## config.mk

```make
export PLATFORM = sky130hd
export DESIGN_NAME = branch_predictor_flat
export DESIGN_NICKNAME = d
export VERILOG_FILES = /design/src/rtl/branch_predictor_pkg.sv /design/src/rtl/branch_predictor_if.sv /design/src/rtl/branch_predictor_imm_decode.sv /design/src/rtl/branch_predictor.sv /design/src/flat_wrapper.sv
export SDC_FILE = /design/constraint.sdc
export NUM_CORES = 1
export LEC_CHECK = 0
export BUFFER_PORTS_ARGS = -buffer_cell sky130_fd_sc_hd__buf_2
export CORE_MARGIN = 4
export CORE_UTILIZATION = 54
export CTS_BUF_LIST = sky130_fd_sc_hd__clkbuf_4 sky130_fd_sc_hd__clkbuf_8
export DETAILED_ROUTE_END_ITERATION = 10
export PLACE_DENSITY = 0.87
export SLEW_MARGIN = 10
export SYNTH_ARGS = -nofsm -noshare
export SYNTH_HDL_FRONTEND = slang
export SYNTH_SLANG_ARGS = --single-unit
export TNS_END_PERCENT = 5
```

## constraint.sdc

```tcl
create_clock -name clk -period 4 [get_ports clk]
set_clock_uncertainty 0.2 [all_clocks]
set_input_delay 0.8 -clock clk [delete_from_list [all_inputs] [get_ports clk]]
set_output_delay 0.8 -clock clk [all_outputs]
set_load 0.005 [all_outputs]
```

## src/rtl/branch_predictor_pkg.sv

```systemverilog
// Shared definitions for the fetch-side branch predictor.
// Holds the opcode constants the predecoder recognises, the 2-bit counter
// encodings, the tracking record carried from EX to MEM, and the counter
// saturation helper used by the BHT update path.
package branch_predictor_pkg;

    localparam logic [6:0] OP_BRANCH = 7'b1100011;
    localparam logic [6:0] OP_JAL    = 7'b1101111;
    localparam logic [6:0] OP_JALR   = 7'b1100111;

    localparam logic [1:0] SNT = 2'b00;
    localparam logic [1:0] WNT = 2'b01;
    localparam logic [1:0] WT  = 2'b10;
    localparam logic [1:0] ST  = 2'b11;

    // Widest BHT index a record can carry; the predictor uses the low bits.
    localparam int IDX_MAX_W = 16;

    typedef struct packed {
        logic                 valid;
        logic                 is_br;
        logic                 pred;
        logic [31:0]          pc;
        logic [IDX_MAX_W-1:0] idx;
    } bp_rec_t;

    // Saturating step of a 2-bit counter towards the resolved direction.
    function automatic logic [1:0] ctr_next(input logic [1:0] ctr, input logic taken);
        logic [1:0] nxt;
        case (ctr)
            SNT:     nxt = taken ? WNT : SNT;
            WNT:     nxt = taken ? WT  : SNT;
            WT:      nxt = taken ? ST  : WNT;
            default: nxt = taken ? ST  : WT;
        endcase
        return nxt;
    endfunction

endpackage

```

## src/rtl/branch_predictor_if.sv

```systemverilog
// Bundle between the pipeline and the branch predictor.
// master: pipeline side, drives stall/flush, the IF/ID instruction and the
//         MEM-stage branch outcome; receives the redirect and mispredict info.
// slave:  predictor side.
interface branch_predictor_if;
    import branch_predictor_pkg::*;

    logic        pipe_stall;
    logic        flush;
    logic        ID_valid;
    logic [31:0] ID_instr;
    logic [31:0] ID_PC;
    logic        MEM_branch_taken;
    logic        jump_taken;
    logic [31:0] PC_Jump;
    logic        mispredict;
    logic [31:0] PC_savedMEM;

    modport master (
        output pipe_stall, flush, ID_valid, ID_instr, ID_PC, MEM_branch_taken,
        input  jump_taken, PC_Jump, mispredict, PC_savedMEM
    );

    modport slave (
        input  pipe_stall, flush, ID_valid, ID_instr, ID_PC, MEM_branch_taken,
        output jump_taken, PC_Jump, mispredict, PC_savedMEM
    );

endinterface

```

## src/rtl/branch_predictor_imm_decode.sv

```systemverilog
// bp_imm_decode: combinational predecode of one RV32 instruction.
// Ports:
//   instr  in  32  instruction to inspect
//   is_br  out 1   B-type conditional branch
//   is_jal out 1   JAL
//   b_imm  out 32  sign-extended B-type offset
//   j_imm  out 32  sign-extended J-type offset
module bp_imm_decode
    import branch_predictor_pkg::*;
(
    input  logic [31:0] instr,
    output logic        is_br,
    output logic        is_jal,
    output logic [31:0] b_imm,
    output logic [31:0] j_imm
);

    // JALR targets depend on a register value, so it is never redirected early.
    always_comb begin
        is_br  = 1'b0;
        is_jal = 1'b0;
        case (instr[6:0])
            OP_BRANCH: is_br  = 1'b1;
            OP_JAL:    is_jal = 1'b1;
            OP_JALR:   is_jal = 1'b0;
            default:   is_br  = 1'b0;
        endcase
    end

    // Offsets are scattered across the encoding; bit 0 is always zero.
    assign b_imm = {{20{instr[31]}}, instr[7], instr[30:25], instr[11:8], 1'b0};
    assign j_imm = {{12{instr[31]}}, instr[19:12], instr[20], instr[30:21], 1'b0};

endmodule

```

## src/rtl/branch_predictor.sv

```systemverilog
// branch_predictor: early-redirect source for the PC register.
// Predecodes the IF/ID instruction, predicts B-type branches from a BHT of
// 2-bit saturating counters, always predicts JAL taken, and follows every
// prediction to MEM so a predicted-taken branch that falls through can be
// recovered.
// Ports:
//   clk  in  clock, all state changes on posedge
//   rst  in  synchronous active-high reset
//   bus  slave modport of branch_predictor_if (stall/flush, IF/ID
//        instruction, MEM outcome in; jump_taken/PC_Jump,
//        mispredict/PC_savedMEM out)
module branch_predictor
    import branch_predictor_pkg::*;
#(
    parameter int BHT_ENTRIES = 64,
    parameter int IDX_LO      = 2
)
(
    input  logic              clk,
    input  logic              rst,
    branch_predictor_if.slave bus
);

    localparam int IDX_W = $clog2(BHT_ENTRIES);

    logic [1:0]       bht_q [BHT_ENTRIES];
    logic [1:0]       bht_d [BHT_ENTRIES];
    bp_rec_t          ex_rec_q, ex_rec_d;
    bp_rec_t          mem_rec_q, mem_rec_d;

    logic             id_is_br;
    logic             id_is_jal;
    logic [31:0]      id_b_imm;
    logic [31:0]      id_j_imm;
    logic [IDX_W-1:0] id_idx;
    logic [IDX_W-1:0] mem_idx;
    logic             id_pred;
    logic             unused_idx_bits;

    bp_imm_decode u_dec (
        .instr  (bus.ID_instr),
        .is_br  (id_is_br),
        .is_jal (id_is_jal),
        .b_imm  (id_b_imm),
        .j_imm  (id_j_imm)
    );

    // Upper PC bits are dropped on purpose: distant branches share counters.
    assign id_idx  = bus.ID_PC[IDX_LO +: IDX_W];
    assign mem_idx = mem_rec_q.idx[IDX_W-1:0];
    assign id_pred = id_is_jal | (id_is_br & bht_q[id_idx][1]);

    assign unused_idx_bits = ^(mem_rec_q.idx >> IDX_W);

    // Zero-latency prediction; reads the counter before any same-edge update.
    always_comb begin
        bus.jump_taken = 1'b0;
        bus.PC_Jump    = 32'h0;
        if (bus.ID_valid && !bus.flush && !rst) begin
            if (id_is_jal) begin
                bus.jump_taken = 1'b1;
                bus.PC_Jump    = id_j_imm;
            end else if (id_is_br && bht_q[id_idx][1]) begin
                bus.jump_taken = 1'b1;
                bus.PC_Jump    = id_b_imm;
            end
        end
    end

    // MEM keeps advancing during a flush because its record predates the
    // redirect; only the younger EX record is squashed.
    always_comb begin
        ex_rec_d  = ex_rec_q;
        mem_rec_d = mem_rec_q;
        if (!bus.pipe_stall) begin
            mem_rec_d = ex_rec_q;
        end
        if (bus.flush) begin
            ex_rec_d = '0;
        end else if (!bus.pipe_stall) begin
            ex_rec_d.valid = bus.ID_valid;
            ex_rec_d.is_br = id_is_br;
            ex_rec_d.pred  = id_pred;
            ex_rec_d.pc    = bus.ID_PC;
            ex_rec_d.idx   = IDX_MAX_W'(id_idx);
        end
    end

    // Train only on resolved B-type branches; JAL never touches the table.
    always_comb begin
        bht_d = bht_q;
        if (mem_rec_q.valid && mem_rec_q.is_br && !bus.pipe_stall) begin
            bht_d[mem_idx] = ctr_next(bht_q[mem_idx], bus.MEM_branch_taken);
        end
    end

    // Only a taken prediction that fell through needs recovery here.
    assign bus.mispredict  = mem_rec_q.valid & mem_rec_q.is_br & mem_rec_q.pred
                             & ~bus.MEM_branch_taken;
    assign bus.PC_savedMEM = mem_rec_q.valid ? mem_rec_q.pc : 32'h0;

    // Counters start weakly not-taken; reset discards in-flight records.
    always_ff @(posedge clk) begin
        if (rst) begin
            for (int i = 0; i < BHT_ENTRIES; i++) begin
                bht_q[i] <= WNT;
            end
            ex_rec_q  <= '0;
            mem_rec_q <= '0;
        end else begin
            bht_q     <= bht_d;
            ex_rec_q  <= ex_rec_d;
            mem_rec_q <= mem_rec_d;
        end
    end

endmodule

```

## src/flat_wrapper.sv

```systemverilog
// flat-port wrapper written by rule: the top's interface ports become plain ports
module branch_predictor_flat import branch_predictor_pkg::*;
#(
    parameter int BHT_ENTRIES = 64,
    parameter int IDX_LO      = 2
)
  (clk, rst, bus_pipe_stall, bus_flush, bus_ID_valid, bus_ID_instr, bus_ID_PC, bus_MEM_branch_taken, bus_jump_taken, bus_PC_Jump, bus_mispredict, bus_PC_savedMEM);
  branch_predictor_if bus_i ();
  input  logic clk;
  input  logic rst;
  input wire logic [$bits(bus_i.pipe_stall)-1:0] bus_pipe_stall;
  input wire logic [$bits(bus_i.flush)-1:0] bus_flush;
  input wire logic [$bits(bus_i.ID_valid)-1:0] bus_ID_valid;
  input wire logic [$bits(bus_i.ID_instr)-1:0] bus_ID_instr;
  input wire logic [$bits(bus_i.ID_PC)-1:0] bus_ID_PC;
  input wire logic [$bits(bus_i.MEM_branch_taken)-1:0] bus_MEM_branch_taken;
  output wire logic [$bits(bus_i.jump_taken)-1:0] bus_jump_taken;
  output wire logic [$bits(bus_i.PC_Jump)-1:0] bus_PC_Jump;
  output wire logic [$bits(bus_i.mispredict)-1:0] bus_mispredict;
  output wire logic [$bits(bus_i.PC_savedMEM)-1:0] bus_PC_savedMEM;
  assign bus_i.pipe_stall = bus_pipe_stall;
  assign bus_i.flush = bus_flush;
  assign bus_i.ID_valid = bus_ID_valid;
  assign bus_i.ID_instr = bus_ID_instr;
  assign bus_i.ID_PC = bus_ID_PC;
  assign bus_i.MEM_branch_taken = bus_MEM_branch_taken;
  assign bus_jump_taken = bus_i.jump_taken;
  assign bus_PC_Jump = bus_i.PC_Jump;
  assign bus_mispredict = bus_i.mispredict;
  assign bus_PC_savedMEM = bus_i.PC_savedMEM;
  branch_predictor #(.BHT_ENTRIES(BHT_ENTRIES), .IDX_LO(IDX_LO)) u_core (.clk(clk), .rst(rst), .bus(bus_i));
endmodule
```

**Word level (Yosys, flattened, before mapping)**

Cells that the tools add are included.

- Magnitude comparators: 3
- Equality and inequality tests: 4
- Mux-type cells: 24
- Bitwise gates (word level): 8
- Reduce and logical (&&, ||, !) cells: 11

Operator list:

| kind | count |
|---|---|
| 128-bit bitwise mux | 1 |
| 32-bit 2-to-1 mux | 4 |
| 2-bit binary-select mux with 6-bit select | 2 |
| 2-bit 2-to-1 mux | 8 |
| 7-bit equality test, second input constant | 2 |
| 7-bit greater-or-equal comparator, second input constant | 2 |
| 6-bit NOT with 7-bit output | 2 |
| 2-bit demux with 6-bit select | 1 |
| 7-bit by 1-bit < comparator with 1-bit output, second input constant | 1 |
| 1-bit 2-to-1 mux | 7 |
| 1-bit logical AND | 6 |
| 2-bit case mux with 3 select lines | 1 |
| 1-bit bitwise AND | 4 |
| 1-bit logical NOT | 3 |
| 2-bit by 1-bit equality test with 1-bit output, second input constant | 1 |
| 2-bit equality test, second input constant | 1 |
| 2-bit logical NOT | 1 |
| 2-bit OR reduction | 1 |
| 1-bit NOT | 1 |
| 1-bit OR | 1 |

- Flip-flop bits (word level): 210
- Input port bits: 70
- Output and inout bits: 66
- Word-level logic and storage cells: 124

**Longest topological paths before layout**

Gate-level depths: netlist of the first run.

- Depth in word-level cells: 8
- Mapped depth: 13
- Gate-level depth less buffers: 8

**Hierarchy**

A second synthesis of the first run with hierarchy kept.

- Cell total of the unflattened synthesis: 1144
- Area, all modules: 11013.1 um2

Modules (own cells, without submodules):

| module | times used | cells an instance | area each (um2) | seq. area each (um2) |
|---|---|---|---|---|
| branch_predictor | 1 | 1074 | 10483.8 | 3963.8 |
| bp_imm_decode | 1 | 70 | 529.3 | 0.0 |

**Worst setup path before layout of the first run**

Ideal clock, no wire load.

- Path type: in2out
- Start: input port bus_ID_PC[2]
- End: output port bus_PC_Jump[21]
- Data arrival time: 3.330 ns
- Data required time: 3.000 ns
- Setup slack: -0.330 ns
- Cell stages on the path: 11
- Buffers on the path: 3
- Cells stage by stage: buf_2 -> buf_2 -> mux4_2 -> mux4_2 -> nor2_1 -> a311o_1 -> nand3b_1 -> nand3_2 -> inv_1 -> and2_1 -> buf_4

- Cells in the longest elaborated chain, start to end: 8

Ends and longest elaborated chain:

| element | RTL line | RTL |
|---|---|---|
| start: declaration | flat_wrapper.sv:15 | `input wire logic [$bits(bus_i.ID_PC)-1:0] bus_ID_PC;` |
| 6-bit NOT with 7-bit output (implied by the code) | branch_predictor.sv:63 | `end else if (id_is_br && bht_q[id_idx][1]) begin` |
| 2-bit binary-select mux with 6-bit select | branch_predictor.sv:63 |  |
| 2-bit 2-to-1 mux (implied by the code) (2 in a row) | branch_predictor.sv:63 |  |
| 1-bit logical AND | branch_predictor.sv:63 |  |
| 32-bit 2-to-1 mux | branch_predictor.sv:63 |  |
| 32-bit 2-to-1 mux | branch_predictor.sv:60 | `if (id_is_jal) begin` |
| 32-bit 2-to-1 mux | branch_predictor.sv:59 | `if (bus.ID_valid && !bus.flush && !rst) begin` |
| end: declaration | flat_wrapper.sv:18 | `output wire logic [$bits(bus_i.PC_Jump)-1:0] bus_PC_Jump;` |

No other way between the ends. The select of a mux whose other input is x is not followed.

**Worst setup path in the final report of the first run**

- Start: input port bus_ID_PC[2]
- End: output port bus_PC_Jump[2]

The elaborated chain is that of the path after synthesis.

==> metrics.txt, run 1 <==
Yosys Warn Count=0; fmax=0.2511 GHz; Initial Util=55.55%; largest net degree at the start of global routing=224; unrepaired setup endpoints after global routing=true; clk buf depth=2; grt met3 use=6.704%; # rows=49; Final Cell Area=11,300 um2; Slew Limit Fails=0; # DRC=0; Clock Sinks=198; final hold slack=297.3 ps; Area growth, synth to finish=11.71%; die height=144.9 um; htree depth=4; Post-synth EDFFs=0; Critical Path Start Type=primary input; Hold Crit Class=reg -> reg; Post-synth top flop=dfxtp_1; Unique masters post-synth=45; DR iter-0 viols=1,208; total negative slack=0 ps; Final period util=99.57%; Die Area=20,980 um2; cells after synthesis=1,139; # diodes=0; status=finished, final reports clean; xor/xnor share of the synthesized area=0%; pwr/cell area=317.5 nW/um2; GRT Util Overall=26.96%; CTS tree=yes; Worst Path Required=3000 ps; grt ovf=0; TritonRoute pass-1 iters=5; Final min period=3983 ps; Synth area leaders=dfxtp_1 (39%), mux2i_1 (10%), mux4_2 (8.0%); met1 Use GR=36.84%; overall die width=144.9 um; largest family of logic cells by synthesized area=simple AND/OR/NAND/NOR gates; Clk Latency, worst-skew pair=490 ps; layout cells sized above 1=21.81%; GPL Wtd Cong=0.9334; CP Max Fanout=6; Crit path arrival time=2980 ps; Layout Nets=1,272; Avg Inst Size Synth=8.880 um2; Seq/Total Area, Yosys=39.19%; detail-routed via count per cell=6.370; mux cell area share after synthesis=18.32%; DP HPWL=18,930 um; Slew @ Worst Pin=1113 ps; P_leak=0.004171 uW; FFs w/ async S/R, synth=0%; # setup viols final=0; Routed Antenna Nets=0; Vias=9,199; CTS clk-pin slew, worst paths=110 ps; Max-slew headroom=25.77%; vias in the first global route=8,600; core area=18,210 um2; Synth Cell Area=10,110 um2; root buffer cell=clkbuf_8; area share of the largest cell type after synthesis=39.19%; syn nets=1,209; placed inst area=10,880 um2; antenna violations before repair=0; crit end category=output port; endpoints failing hold=0; post-DR wirelength/cell=19.64 um; count of max-cap constraint violations=0; CTS Hold Bufs=0; post-synthesis simple-gate area fraction=21.62%; io pins=136; VDD IR max=0.2185 mV; GRT met2 Usage=40.95%; Crit Path Class=in -> out; Yosys top cell by area=dfxtp_1; layer with the highest usage=met2; complex-gate fraction of the synthesized area=14.76%; wirelength, routed=28,360 um; Synth Area in Adders=0.2227%; first-pass GRT wire length=45,030 um; buffers added on ports=134; Synth Register Bits=198; total CTS buffers=17
[power breakdown]
part           internal, uW  leakage, uW  switching [uW]
Clock                   533     0.000203             800
Sequential             1990      0.00160            12.2
Combinational          98.9      0.00237             156
[registers in the layout (all words and copies together) (netlist names)]
signal and cells:
u_core.bht_q 128, u_core.ex_rec_q 35, u_core.mem_rec_q 35
[critical path, stage by stage]
cell and delay [ps]:
buf_8 110, mux4_2 510, mux4_2 470, nor2b_1 140, o211ai_1 230, buf_4 150, a211oi_1 80, buf_4 160
a22o_1 220, buf_2 120
[layer usage]
layer	vias to the layer above	wire (um)
li1	4239	-
met1	4326	11680
met2	541	12760
met3	93	2955
met4	0	970
met5	-	0
[area by class of cell]
class / instances / area, um2
clock buffers: 18 / 241.5
clock inverters: 14 / 160.2
fillers: 1463 / 6909
inverters: 4 / 17.52
multi-input cells: 809 / 5564
flip-flops and latches: 198 / 3965
well taps: 229 / 286.5
repair buffers: 172 / 1065
[synthesized netlist by cell type, drive strengths merged (3+ instances only)]
library cell	instances
nor3b	3
and3	3
clkbuf	80
dfxtp	198
a22oi	14
a22o	5
mux4	36
nand2	30
or3	42
a211oi	33
nor2	138
nor3	82
o21ai	64
nand3b	11
and2	40
nor2b	36
inv	4
nand3	4
a21oi	65
o22ai	29
or2	4
or3b	11
o41ai	15
o31ai	10
mux2i	103
nand2b	16
buf	48
[kinds of logic after synthesis]
kind of cell               after synthesis
buffers and inverters                  132
DFF                                    198
muxes                                  140
AOI/OAI and AO/OA                      242
adders and majority gates                2
and+or+nand+nor                        424
other                                    1
[final timing paths]
kind	from	to	slack, ps	cells past startpoint
setup / recovery	bus_ID_PC[2]	bus_PC_Jump[2]	20	10
hold / removal	u_core.ex_rec_q[38]$_SDFFE_PP0N_	u_core.mem_rec_q[38]$_SDFFE_PP0N_	300	2
setup reg to reg	u_core.mem_rec_q[18]$_SDFFE_PP0N_	u_core.bht_q[104]$_SDFFE_PP1P_	410	9
hold reg to reg	u_core.ex_rec_q[38]$_SDFFE_PP0N_	u_core.mem_rec_q[38]$_SDFFE_PP0N_	300	2
[metrics by stage]
stage / worst slack (ps) / util (%) / instances / power, uW
after floorplan: 9.416 / - / 1139 / 2210
after global placement: -27.36 / 59.75 / 1412 / 2287
after detailed placement: -103.2 / 59.75 / 1412 / 2293
after CTS: 30.71 / 62.01 / 1444 / 3587
after global routing: -48.27 / 62.06 / 1444 / 3718
final: 17.37 / 62.06 / 1444 / 3587
[cells in the final DEF, fill, tap and decap left out, drive strengths merged, types with 2 or more instances in the layout]
cell type  synthesis  layout
inv                4      13
mux2i            103     103
or2                4       4
nand3              4       4
nor2             138     138
dfxtp            198     198
a21oi             65      65
nand2             30      30
a211oi            33      33
buf               48     172
clkbuf            80      18
and2              40      40
mux4              36      36
a31oi              2       2
nor2b             36      36
o41ai             15      15
or3               42      42
a22oi             14      14
nor3b              3       3
o22ai             29      29
nand3b            11      11
nor3              82      82
nand2b            16      16
a22o               5       5
o31ai             10      10
o21ai             64      64
and3               3       3
or3b              11      11
o211ai             2       2
clkinv             0       3
maj3               2       2
nor4               2       2
[what timing repair did]
action,in CTS,in global routing
setup endpoints to repair,26,20
pin swaps,1,3
hold endpoints to repair,0,0
gates resized for setup,4,3
setup buffers,0,0
Note: power is estimated with default switching activity, not from simulation.
==> run 2: changes to the inputs <==
--- a/config.mk
+++ b/config.mk
@@ -10,6 +10,8 @@
 export CORE_UTILIZATION = 54
 export CTS_BUF_LIST = sky130_fd_sc_hd__clkbuf_4 sky130_fd_sc_hd__clkbuf_8
 export DETAILED_ROUTE_END_ITERATION = 10
+export GPL_TIMING_DRIVEN = 1
+export MAX_ROUTING_LAYER = met4
 export PLACE_DENSITY = 0.87
 export SLEW_MARGIN = 10
 export SYNTH_ARGS = -nofsm -noshare
==> run 2 against run 1 <==
  * Final cell count is 0.21% lower
  * Total power decreased by 3.4%
  * Sequential cell count unchanged
  * Critical endpoint is now bus_PC_Jump[3]
  * Sequential share of layout area up 0.32 points
  * Register-to-register slack lost 40 ps
  * Design area decreased by 0.91%
  * First-iteration DRC count down 8.2%
  * Worst hold slack is essentially flat
  * Count of clock-buffer cells in the layout is the same
==> metrics.txt, run 2 (same netlist as run 1, synthesis figures left out) <==
Final period util=98.42% (-1.1 points); Max-slew headroom=20.63% (-5.1 points); register area=3965 um2 (unchanged); min-delay src=u_core.mem_rec_q[43]$_SDFFE_PP0N_; vias in the first global route=8,692 (+1.1%); Clock Sinks=198 (unchanged); CP Cell Sequence=buf_12, mux4_2, mux4_2, nor2b_1, o211ai_1, buf_4, a211oi_1, buf_4, a22o_1, buf_2; VDD IR max=0.2324 mV (+6.4%); Hold Path End=u_core.mem_rec_q[43]$_SDFFE_PP0N_; largest registers=u_core.bht_q x128, u_core.ex_rec_q x35, u_core.mem_rec_q x35; CTS Hold Bufs=0 (unchanged); CP Max Fanout=6 (unchanged); fillcell total=1,463 (unchanged); layout cells sized above 1=21.53% (-0.28 points); pwr/cell area=309.6 nW/um2 (-2.5%); # DRC=0 (unchanged); largest net degree at the start of global routing=292 (+30%); Die Area=20,980 um2 (unchanged); endpoints failing hold=0 (unchanged); Reg-to-Reg End=u_core.bht_q[104]$_SDFFE_PP1P_; crit end category=output port; die height=144.9 um (unchanged); count of max-cap constraint violations=0 (unchanged); r2r setup slk=370 ps (-40 ps); core area=18,210 um2 (unchanged); Worst Path Required=3000 ps (about the same); CTS clk-pin slew, worst paths=100 ps (about the same); # rows=49 (unchanged); Slew @ Worst Pin=1190 ps (+77.11 ps); Crit Path Class=in -> out; r2r startpoint=u_core.mem_rec_q[18]$_SDFFE_PP0N_; buffers added on ports=134 (unchanged); Slew Limit Fails=0 (unchanged); Final min period=3937 ps (-45.75 ps); overall die width=144.9 um (unchanged); Crit-path slowest cell=mux4_2; DP HPWL=18,510 um (-2.2%); post-DR wirelength/cell=19.52 um (-0.60%); clk buf depth=2 (unchanged); GRT Util Overall=27.15% (+0.19 points); # setup viols final=0 (unchanged); status=finished, final reports clean; peak per-stage delay on the critical path=480 ps (-30 ps); htree depth=4 (unchanged); area of the multi-input gates=5562 um2 (about the same); most common cell after layout, fill and taps aside=dfxtp_1; detail-routed via count per cell=6.357 (-0.22%); wirelength, routed=28,130 um (-0.81%); fmax=0.2540 GHz (+1.2%); CTS tree=yes; most flop-heavy register=u_core.bht_q; hold path depth=2 (unchanged); P_leak=0.004127 uW (-1.1%); Critical Path Start Type=primary input; grt ovf=0 (unchanged); DR iter-0 viols=1,109 (-8.2%); Vias=9,160 (-0.42%); first-pass GRT wire length=44,260 um (-1.7%); Place WS=-73.87 ps (+29.34 ps); Area growth, synth to finish=10.70%; io pins=136 (unchanged); GPL Wtd Cong=0.9543 (+2.2%); total CTS buffers=17 (unchanged); total power=3467 uW (-3.4%); antenna violations before repair=0 (unchanged); worst reg2reg path depth=9 (unchanged); Post-Layout Cell Count=1,441 (-0.21%); most frequent cells in the layout=dfxtp_1 (197), nor2_1 (138), buf_2 (130); max reg flops=128 (unchanged); final setup margin=63.12 ps (+45.75 ps); Routed Antenna Nets=0 (unchanged); TritonRoute pass-1 iters=10 (+5); Crit path arrival time=2940 ps (-40 ps); setup bufs post-CTS=0 (unchanged); placed cells=1,409 (-0.21%); Hold Crit Class=reg -> reg; # diodes=0 (unchanged); Initial Util=55.55% (unchanged); root buffer cell=clkbuf_8; Clk Latency, worst-skew pair=480 ps (about the same); Layout Nets=1,269 (-0.24%); unrepaired setup endpoints after global routing=true
## run 2: cell count changes in the layout (fill, tap and decap cells not counted), sizes merged
cell      change
clkinvlp      +1
inv           -1
buf           -4
bufinv        -1
clkbuf        +1
clkinv        +1
## run 2: metrics by stage
| step | util, % | setup TNS (ps) | hold WS, ps | area (um2) |
|---|---|---|---|---|
| floorplan | - | 0 | 255.1 | 10130 |
| global placement | 59.42 | -197.1 | 266.7 | 10820 |
| detailed placement | 59.42 | -1210 | 276.9 | 10820 |
| CTS | 61.41 | 0 | 302.2 | 11180 |
| global route | 61.49 | -253.1 | 327.3 | 11200 |
| finish | 61.49 | 0 | 296.8 | 11200 |
## run 2: repair_timing
action	in CTS	in global routing
pin swaps	0	3
resized for setup	1	5
setup endpoints to repair	23	23
## run 2: worst max-delay path: cells and delay by family
kind	cells	cell delay [ps]
multiplexers	2	940
buffers and inverters	4	520
AO/OA/AOI/OAI	3	520
AND/OR/NAND/NOR	1	140
## run 2: how the worst max path moves through the flow
stage / startpoint / end / slack, ps
final: bus_ID_PC[2] / bus_PC_Jump[3] / 60
after global routing: bus_ID_PC[2] / bus_PC_Jump[3] / -60
after CTS: bus_ID_PC[2] / bus_PC_Jump[31] / 3
after detailed placement: bus_ID_PC[2] / bus_PC_Jump[31] / -70
after global placement: bus_ID_PC[2] / bus_PC_Jump[11] / -10
after floorplan: bus_ID_PC[2] / bus_PC_Jump[21] / 9
## run 2: layout make-up
cell class / count / area share [%]
multi-input cells: 809 / 49.67
flip-flops and latches: 198 / 35.41
repair buffers: 169 / 9.018
well taps: 229 / 2.559
clock buffers: 18 / 2.213
clock inverters: 14 / 0.9945
inverters: 4 / 0.1341
## run 2: report_power, final
group | switching, uW | leakage [uW] | internal (uW)
Sequential | 13.8 | 0.00160 | 1990
Combinational | 153 | 0.00234 | 97.0
Clock | 754 | 0.000183 | 463
## run 2: layer usage
metal	global-route usage [%]	up-vias	share of wire [%]
met5	-	-	0
met4	11.98	0	3.8
met3	6.211	96	11
met2	39.34	515	44
met1	36.41	4333	41
li1	-	4216	-
==> run 3: changes to the inputs <==
--- a/config.mk
+++ b/config.mk
@@ -7,14 +7,16 @@
 export LEC_CHECK = 0
 export BUFFER_PORTS_ARGS = -buffer_cell sky130_fd_sc_hd__buf_2
 export CORE_MARGIN = 4
-export CORE_UTILIZATION = 54
+export CORE_UTILIZATION = 55
 export CTS_BUF_LIST = sky130_fd_sc_hd__clkbuf_4 sky130_fd_sc_hd__clkbuf_8
 export DETAILED_ROUTE_END_ITERATION = 10
 export GPL_TIMING_DRIVEN = 1
 export MAX_ROUTING_LAYER = met4
-export PLACE_DENSITY = 0.87
+export PLACE_DENSITY = 0.88
+export SETUP_SLACK_MARGIN = 0.5
 export SLEW_MARGIN = 10
 export SYNTH_ARGS = -nofsm -noshare
 export SYNTH_HDL_FRONTEND = slang
+export SYNTH_HIERARCHICAL = 1
 export SYNTH_SLANG_ARGS = --single-unit
 export TNS_END_PERCENT = 5
==> run 3 against run 2 <==
  * Count of clock-buffer cells in the layout rose by 1
  * Critical path depth did not move
  * First-iteration DRC count grew 15%
  * The flow now finishes with violations (negative setup slack)
  * Die area increased by 6.5%
  * Worst hold slack better by 2.6 ps
  * Worst setup slack worse by 300 ps
  * Sequential share of layout area decreased by 1.9 points
==> metrics.txt, run 3 <==
top-count cell post-synth=dfxtp_1; Yosys top cell by area=dfxtp_1; FFs w/ async S/R, synth=0% (unchanged); CTS tree=yes; DR iter-0 viols=1,277 (+15%); P_leak=0.004447 uW (+7.7%); Synth area leaders=dfxtp_1 (36%), mux4_2 (7.8%), mux2i_1 (7.5%); Slew @ Worst Pin=1135 ps (-55.11 ps); Clk Latency, worst-skew pair=480 ps (about the same); Yosys Warn Count=6 (+6); status=finished, violations left; Die Area=22,350 um2 (+6.5%); Final period util=106.0% (+7.6 points); Hold Crit Class=reg -> reg; Avg Inst Size Synth=9.627 um2 (+8.4%); CTS clk-pin slew, worst paths=110 ps (about the same); Area growth, synth to finish=7.635%; core area=19,590 um2 (+7.6%); setup bufs post-CTS=0 (unchanged); most common cell after layout, fill and taps aside=dfxtp_1; Synth Register Bits=198 (unchanged); VDD IR max=0.1950 mV (-16%); first-pass GRT wire length=44,910 um (+1.5%); Layout Nets=1,219 (-3.9%); buffers added on ports=134 (unchanged); Post-Layout Cell Count=1,427 (-0.97%); vias in the first global route=8,571 (-1.4%); GRT Util Overall=25.57% (-1.6 points); Post-synth top flop=dfxtp_1; most flop-heavy register=u_core/bht_q; Critical Path Start Type=primary input; Clock Sinks=198 (unchanged); clk buf depth=2 (unchanged); Place WS=-263.0 ps (-189.1 ps); crit end category=output port; Seq/Total Area, Yosys=35.99% (-3.2 points); total CTS buffers=17 (unchanged); final hold slack=299.3 ps (+2.553 ps); TritonRoute pass-1 iters=6 (-4); wirelength, routed=28,440 um (+1.1%); fmax=0.2358 GHz (-7.2%); largest net degree at the start of global routing=293 (+0.34%); Vias=9,006 (-1.7%); count of max-cap constraint violations=0 (unchanged); most frequent cells in the layout=dfxtp_1 (195), nor2_1 (143), nor3_1 (134); # rows=51 (+4.1%); top post-synthesis cells by count=dfxtp_1 (198), nor2_1 (143), nor3_1 (134), clkbuf_1 (88), mux2i_1 (83); endpoints failing hold=0 (unchanged); failing checks=negative setup slack; placed cells=1,392 (-1.2%); Slew Limit Fails=0 (unchanged); detail-routed via count per cell=6.311 (-0.72%); unrepaired setup endpoints after global routing=true; Max-slew headroom=24.12% (+3.5 points); Crit path arrival time=3240 ps (+300 ps); # diodes=0 (unchanged); Routed Antenna Nets=0 (unchanged); cells after synthesis=1,144 (+0.44%); final setup margin=-241.1 ps (-304.2 ps); Unique masters post-synth=51 (+13%); max reg flops=128 (unchanged); DP HPWL=18,600 um (+0.47%); total power=3597 uW (+3.7%); Worst Path Required=3000 ps (about the same); grt ovf=0 (unchanged); GPL Wtd Cong=0.9588 (+0.47%); overall die width=149.5 um (+3.2%); die height=149.5 um (+3.2%); Initial Util=56.22% (+0.67 points); antenna violations before repair=0 (unchanged); Final min period=4241 ps (+304.2 ps); Post-synth EDFFs=0 (unchanged); pwr/cell area=303.4 nW/um2 (-2.0%); layout cells sized above 1=31.50% (+10 points); area share of the largest cell type after synthesis=35.99% (-3.2 points); io pins=136 (unchanged); r2r setup slk=630 ps (+260 ps); post-DR wirelength/cell=19.93 um (+2.1%); CTS Hold Bufs=0 (unchanged); CP Max Fanout=8 (+2); # setup viols final=31 (+31); largest registers=u_core/bht_q x128, u_core/ex_rec_q x35, u_core/mem_rec_q x35; Crit Path Class=in -> out; htree depth=4 (unchanged); Synth Cell Area=11,010 um2 (+8.9%); root buffer cell=clkbuf_8; # DRC=0 (unchanged)
==> run 3: cell count changes in the layout (fill, tap and decap cells not counted), moves of 29 or more <==
cell      before  now
o21ai_0       64    4
nor2b_1       36    3
or3b_2        10   66
a21oi_1       65   30
o41ai_1       15   64
or3_1         42    2
a22o_1         5   34
nor3_1        82  134
a211oi_1      33    0
a21oi_4        0   40
==> run 3: power by group <==
part | total (uW) | internal, uW | switching (uW)
Clock | 1330 | 552 | 781
Combinational | 267 | 95.9 | 171
Sequential | 2000 | 1990 | 11.8
Total | 3600 | 2630 | 964
==> run 3: logic make-up after synthesis <==
logic type      count (synthesis)  share of synthesized area, %
fa+ha+maj                       2                        0.1931
simple gates                  423                         20.55
compound gates                199                         17.27
mux                           129                         16.13
flops                         198                         35.99
buf+inv                       192                         9.827
other cells                     1                       0.03405
==> run 3: per-layer routing <==
metal / share of wire [%] / GRT usage (%) / up-vias
met1: 40 / 33.53 / 4280
met2: 47 / 39.77 / 499
met5: 0 / - / -
met4: 2.4 / 7.872 / 0
li1: - / - / 4157
met3: 10 / 5.724 / 70
==> run 3: through the flow <==
step	cell area [um2]	util (%)	setup TNS, ps
floorplan	11060	-	0
global placement	11320	57.78	-5991
detailed placement	11320	57.78	-7766
CTS	11840	60.43	-7311
global route	11850	60.51	-8492
finish	11850	60.51	-6629
==> run 3: critical path: stages <==
cell,delay [ps]
buf_8,90
buf_12,130
mux4_2,510
mux4_2,470
mux2_4,270
o211a_1,250
nor3b_4,210
clkbuf_16,200
a22o_1,180
buf_2,130
==> run 3: path summary, 6_finish.rpt <==
path | depth (start not counted) | start | endpoint
worst max register to register | 7 | u_core/mem_rec_q[19]$_SDFFE_PP0N_ | u_core/bht_q[100]$_SDFFE_PP1P_
worst min-delay path | 2 | u_core/mem_rec_q[35]$_SDFFE_PP0N_ | u_core/mem_rec_q[35]$_SDFFE_PP0N_
worst min register to register | 2 | u_core/mem_rec_q[35]$_SDFFE_PP0N_ | u_core/mem_rec_q[35]$_SDFFE_PP0N_
worst max-delay path | 10 | bus_ID_PC[2] | bus_PC_Jump[12]
==> run 3: timing repair <==
action | 4_1_cts | 5_1_grt
pin swaps | 1 | 1
endpoints found under the setup margin | 96 | 68
gates resized for setup | 11 | 9
gates cloned | 3 | 0
==> run 3: final cells by class <==
cell class / instances / area [um2]
flip-flops and latches: 198 / 3975
repair buffers: 172 / 1126
fillers: 1559 / 7736
multi-input cells: 755 / 5989
clock inverters: 13 / 157.7
inverters: 5 / 18.77
clock buffers: 19 / 255.2
well taps: 265 / 331.6
